===== src/rtl/list_fold_pkg.sv =====
// rtl/list_fold_pkg.sv - shared types and signed identity helpers for the list fold consumer
package list_fold_pkg;

  typedef enum logic [1:0] {
    FOLD_SUM = 2'd0,
    FOLD_MAX = 2'd1,
    FOLD_MIN = 2'd2,
    FOLD_LEN = 2'd3
  } fold_op_t;

  typedef enum logic [1:0] {
    IDLE = 2'd0,
    REQ  = 2'd1,
    GAP  = 2'd2,
    DONE = 2'd3
  } fold_state_t;

  // Most negative / most positive w-bit value, sign-extended to 64 bits; callers truncate.
  function automatic logic [63:0] smin_ext(input int w);
    return ~((64'd1 << (w - 1)) - 64'd1);
  endfunction

  function automatic logic [63:0] smax_ext(input int w);
    return (64'd1 << (w - 1)) - 64'd1;
  endfunction

endpackage


===== src/rtl/list_fold_alu.sv =====
// rtl/list_fold_alu.sv - combinational accumulator step for sum/max/min/length folds
module list_fold_alu
  import list_fold_pkg::*;
#(
  parameter int ACC_WIDTH = 16
) (
  input  fold_op_t               op_i,
  input  logic [ACC_WIDTH-1:0]   acc_i,
  input  logic [ACC_WIDTH-1:0]   val_i,
  output logic [ACC_WIDTH-1:0]   acc_o
);

  // Ties keep the current accumulator; length is carried by the element counter instead.
  always_comb begin
    acc_o = acc_i;
    case (op_i)
      FOLD_SUM: acc_o = acc_i + val_i;
      FOLD_MAX: if ($signed(val_i) > $signed(acc_i)) acc_o = val_i;
      FOLD_MIN: if ($signed(val_i) < $signed(acc_i)) acc_o = val_i;
      default:  acc_o = acc_i;
    endcase
  end

endmodule


===== src/rtl/list_fold.sv =====
// rtl/list_fold.sv - lazy-list consumer reducing a req/ack element stream to sum/max/min/length
// Define LIST_FOLD_TIMEOUT_EN to add the per-request ack timeout and the timeout output.
module list_fold
  import list_fold_pkg::*;
#(
  parameter int WIDTH     = 8,
  parameter int ACC_WIDTH = 16,
  parameter int CNT_WIDTH = 8,
  parameter int TIMEOUT   = 64
) (
  input  logic                 clock,
  input  logic                 ready,
  input  logic [1:0]           op,
  output logic                 list_req,
  input  logic                 list_ack,
  input  logic [WIDTH-1:0]     list_value,
  input  logic                 list_value_valid,
  output logic [ACC_WIDTH-1:0] result,
  output logic [CNT_WIDTH-1:0] count,
  output logic                 empty,
`ifdef LIST_FOLD_TIMEOUT_EN
  output logic                 timeout,
`endif
  output logic                 done
);

  if (ACC_WIDTH < WIDTH || TIMEOUT < 1) begin : g_param_check
    $error("list_fold: ACC_WIDTH must be >= WIDTH and TIMEOUT >= 1");
  end

  localparam logic [63:0] SMIN64 = smin_ext(WIDTH);
  localparam logic [63:0] SMAX64 = smax_ext(WIDTH);
  localparam logic [ACC_WIDTH-1:0] ID_MAX = SMIN64[ACC_WIDTH-1:0];
  localparam logic [ACC_WIDTH-1:0] ID_MIN = SMAX64[ACC_WIDTH-1:0];

  fold_state_t            state_q, state_d;
  fold_op_t               op_q, op_d;
  logic [ACC_WIDTH-1:0]   acc_q, acc_d, res_q, res_d, acc_step;
  logic [CNT_WIDTH-1:0]   cnt_q, cnt_d;
  logic                   req_q, req_d, empty_q, empty_d;
  logic [ACC_WIDTH-1:0]   val_ext;

`ifdef LIST_FOLD_TIMEOUT_EN
  localparam int WAIT_W = $clog2(TIMEOUT + 1);
  logic [WAIT_W-1:0] wait_q, wait_d;
  logic              to_q, to_d;
`endif

  assign val_ext = ACC_WIDTH'($signed(list_value));

  list_fold_alu #(.ACC_WIDTH(ACC_WIDTH)) u_alu (
    .op_i  (op_q),
    .acc_i (acc_q),
    .val_i (val_ext),
    .acc_o (acc_step)
  );

  always_comb begin
    state_d = state_q;
    op_d    = op_q;
    acc_d   = acc_q;
    cnt_d   = cnt_q;
    res_d   = res_q;
    empty_d = empty_q;
`ifdef LIST_FOLD_TIMEOUT_EN
    wait_d  = wait_q;
    to_d    = to_q;
`endif
    case (state_q)
      IDLE: begin
        op_d  = fold_op_t'(op);
        cnt_d = '0;
        case (fold_op_t'(op))
          FOLD_MAX: acc_d = ID_MAX;
          FOLD_MIN: acc_d = ID_MIN;
          default:  acc_d = '0;
        endcase
        state_d = REQ;
`ifdef LIST_FOLD_TIMEOUT_EN
        wait_d  = '0;
`endif
      end
      REQ: begin
        if (list_ack) begin
          if (list_value_valid) begin
            acc_d   = acc_step;
            cnt_d   = (&cnt_q) ? cnt_q : cnt_q + 1'b1;
            state_d = GAP;
          end else begin
            // An empty list reports 0 so the max/min identity never leaks out.
            empty_d = (cnt_q == '0);
            if (cnt_q == '0)          res_d = '0;
            else if (op_q == FOLD_LEN) res_d = ACC_WIDTH'(cnt_q);
            else                       res_d = acc_q;
            state_d = DONE;
          end
        end
`ifdef LIST_FOLD_TIMEOUT_EN
        else if (wait_q == WAIT_W'(TIMEOUT - 1)) begin
          to_d    = 1'b1;
          res_d   = '0;
          empty_d = 1'b0;
          state_d = DONE;
        end else begin
          wait_d = wait_q + 1'b1;
        end
`endif
      end
      GAP: begin
        state_d = REQ;
`ifdef LIST_FOLD_TIMEOUT_EN
        wait_d  = '0;
`endif
      end
      default: state_d = DONE;
    endcase
    req_d = (state_d == REQ);
  end

  always_ff @(posedge clock) begin
    if (!ready) begin
      state_q <= IDLE;
      op_q    <= FOLD_SUM;
      acc_q   <= '0;
      cnt_q   <= '0;
      res_q   <= '0;
      req_q   <= 1'b0;
      empty_q <= 1'b0;
`ifdef LIST_FOLD_TIMEOUT_EN
      wait_q  <= '0;
      to_q    <= 1'b0;
`endif
    end else begin
      state_q <= state_d;
      op_q    <= op_d;
      acc_q   <= acc_d;
      cnt_q   <= cnt_d;
      res_q   <= res_d;
      req_q   <= req_d;
      empty_q <= empty_d;
`ifdef LIST_FOLD_TIMEOUT_EN
      wait_q  <= wait_d;
      to_q    <= to_d;
`endif
    end
  end

  assign list_req = req_q;
  assign result   = res_q;
  assign count    = cnt_q;
  assign empty    = empty_q;
  assign done     = (state_q == DONE);
`ifdef LIST_FOLD_TIMEOUT_EN
  assign timeout  = to_q;
`endif

endmodule


===== config.mk =====
export PLATFORM = sky130hd
export DESIGN_NAME = list_fold
export DESIGN_NICKNAME = d
export VERILOG_FILES = /design/src/rtl/list_fold_pkg.sv /design/src/rtl/list_fold_alu.sv /design/src/rtl/list_fold.sv
export SDC_FILE = /design/constraint.sdc
export NUM_CORES = 1
export LEC_CHECK = 0
export CAP_MARGIN = 20
export CORE_ASPECT_RATIO = 0.5
export CORE_MARGIN = 8
export CORE_UTILIZATION = 53
export CTS_CLUSTER_SIZE = 40
export DETAILED_ROUTE_END_ITERATION = 8
export GPL_TIMING_DRIVEN = 1
export PLACE_DENSITY_LB_ADDON = 0.15
export SLEW_MARGIN = 40
export SYNTH_ARGS = -nofsm -noshare
export SYNTH_HDL_FRONTEND = slang
export SYNTH_SLANG_ARGS = --single-unit

===== constraint.sdc =====
create_clock -name clock -period 5.5 [get_ports clock]
set_clock_uncertainty 0.15 [all_clocks]
set_input_delay 1.1 -clock clock [delete_from_list [all_inputs] [get_ports clock]]
set_output_delay 1.1 -clock clock [all_outputs]
set_load 0.01 [all_outputs]

==> out/qor.txt <==
run status: finished clean
grt ovf: 0
startpoint types: input pin
Tot GR Track Use: 20.37%
Slew headroom: 43.42%
EDFF count, synth: 0
CTS tree: done
Skew-Pair Late Insertion Delay: 0.29 ns
synth top area cells: dfxtp_1 28%, ha_1 14%, nor2_1 6.1%
setup violators final: 0
via count: 3226
fill cell count: 537
Die X: 128.0 µm
P_leak: 1.496 nW
post-synth top area cell: dfxtp_1
Worst Reg2Reg Path Length in Cells: 9
H-tree depth: 2
ys async rst share: 0%
# Post-CTS Setup Buffers: 0
Critical Path Source: list_value[0]
1st-iter DRT viols: 341
post-layout util: 65.08%
r2r startpoint: acc_q[2]
Layout Nets: 497
FMAX: 245.8 MHz
DRT Pass-1 Iters: 5
hold path cells: 2
worst slew pin tran: 0.8380 ns
#FFs+latches synth: 46
Worst Path Max Fanout: 3
antenna cells: 0
Fin. Hold Viols: 0
WL final: 9315 µm
largest net degree at the start of global routing: 33
Vert. Die Dim: 72.03 µm
RSZ-0062 raised after global routing: no
post-DP HPWL: 7111 µm
Clock Path Buffers: 2
P per Cell Area: 300.5 nW/µm²
Pins Over Slew Limit: 0
# IOs: 41
CP Capture Type: flip-flop
Syn Nets: 462
clk sinks: 46
PortBufs: 40
DRC errors left: 0
post-synthesis sequential area ratio: 27.68%
row cnt: 20
initial antenna violation count: 0
CTS Root Cell: clkbuf_16
CP Class: input pin to flip-flop
Area Growth Syn to Fin: 18.47%
full die area: 9222 µm²
gpl congestion: 0.8747
CTS clk-pin slew, worst paths: 0.06 ns
non-filler cells, final: 534
synthesized area: 3327 µm²
Worst EP arrival: 4.06 ns
total negative slack: 0 ns
first-pass GRT wire length: 15200 µm
Synth Instances: 410
HP Class: flip-flop to flip-flop
YS warnings: 0
minimum clock period: 4.068 ns
Req. time, crit path: 5.49 ns
xor and xnor area share after synthesis: 3.422%
Simple-Gate Fraction of Synth Area: 20.08%
Reg-to-Reg End: acc_q[14]
Peak VDD IR: 0.1322 mV
hold buffers post-CTS: 0
mux contribution to synthesized area: 3.009%
max-cap viol count: 0
syn_area_per_cell: 8.114 µm²
Post-Synth Adder-Cell Area: 14.52%
r2r setup slk: 2.37 ns
area fraction of the dominant cell type after synthesis: 27.68%
WL per Instance: 17.44 µm
Top FF cell, synth: dfxtp_1
crit path to: acc_q[14]
share of layout cells above drive strength 1: 4.709%
cts repair resizes: 0
Initial Util: 54.94%
Synth Area in Compound Gates: 25.61%
final antenna-violating net count: 0
vias in the first global route: 3149
crit share post-route: 73.96%
Placed Instances: 526
cts bufs inserted: 5
core area: 6056 µm²
largest family of logic cells by synthesized area: compound AO/OA/AOI/OAI gates
Netlist cell types: 53
vias per cell: 6.041
registers in the layout (all words and copies together), names as in the netlist:
register and cells:
acc_q 16, result 16, count 8, op_q 2, state_q 2, empty 1
list_req 1
cells in the final DEF, fill, tap and decap left out, types with 4 or more instances in the layout:
cell	synthesis	layout
xnor2_1	7	7
mux2i_1	10	10
o211ai_1	7	7
ha_1	37	37
a21oi_1	34	34
inv_1	31	30
nand2_1	16	16
nor2_1	54	54
clkbuf_16	0	5
nand2b_1	11	11
or3_1	4	4
o21ai_0	24	23
and3_1	4	4
nand4_1	4	4
a311oi_1	10	10
dfxtp_1	46	46
nor2b_1	7	7
clkdlybuf4s50_1	0	39
nand3_1	7	7
xor2_1	6	6
nor3_1	15	15
o31ai_1	5	5
a22oi_1	8	8
worst max-delay path, stage by stage:
cell and delay, ns:
clkdlybuf4s50_1 0.47, ha_1 0.24, inv_1 0.07, fa_1 0.22, nor2_1 0.07, o311ai_0 0.71, a211o_1 0.28, a21oi_1 0.13
and3_1 0.20, o311ai_0 0.42, a311oi_1 0.15
per-stage QoR:
stage	setup slack, ns	hold WS, ns	power [W]	cell area [µm²]
floorplan	2.170	0.3322	0.0007268	3327
global placement	0.9839	0.3200	0.0008270	3784
detailed placement	0.8517	0.3277	0.0008434	3784
CTS	1.078	0.3438	0.001182	3946
global route	1.240	0.3700	0.001253	3941
finish	1.432	0.3403	0.001184	3941
cells in the mapped netlist, drive strengths merged, types with 5 or more instances:
master  instances
nor3           15
a22oi           8
mux2i          10
a21oi          37
o211ai          7
xor2            6
dfxtp          46
nor2           54
nor2b           7
ha             37
clkbuf         10
o21ai          24
xnor2           7
nand2b         11
inv            31
nand3           7
nand2          16
a311oi         10
o31ai           5
where the power goes:
part           switching (W)  internal, W
Combinational       0.000269     0.000180
Clock               0.000120     0.000215
Sequential         0.0000384     0.000362
logic make-up (layout without fill, tap and decap cells):
family,count (synthesis),after routing
compound gates,121,121
xor+xnor,13,13
fa+ha+maj,38,38
buf+inv,46,82
flops,46,46
mux,10,10
simple gates,136,136
layout make-up:
cell class	count	area, µm²	share of cell area [%]
sequential	46	920.9	23.37
clock buffer	7	132.6	3.365
clock inverter	1	30.03	0.7619
inverter	32	120.1	3.048
multi-input combinational	318	2217	56.25
timing repair buffer	42	410.4	10.41
tap	88	110.1	2.794
layer usage:
| layer | share of wire, % | vias to the layer above | routed length [µm] | track usage (%) |
|---|---|---|---|---|
| li1 | - | 1550 | - | - |
| met1 | 45 | 1542 | 4172 | 25.74 |
| met2 | 46 | 116 | 4249 | 33.99 |
| met3 | 8.0 | 18 | 749 | 4.898 |
| met4 | 1.5 | 0 | 143 | 5.614 |
| met5 | 0 | - | 0 | 0 |
worst min-delay path by stage:
stage	startpoint	end	slack (ns)
global placement	result[1]	result[1]	0.32
finish	result[6]	result[6]	0.34
detailed placement	result[6]	result[6]	0.33
global route	result[4]	result[4]	0.37
floorplan	acc_q[2]	acc_q[2]	0.33
CTS	result[6]	result[6]	0.34
No activity file was read; power rests on OpenSTA's default activity.
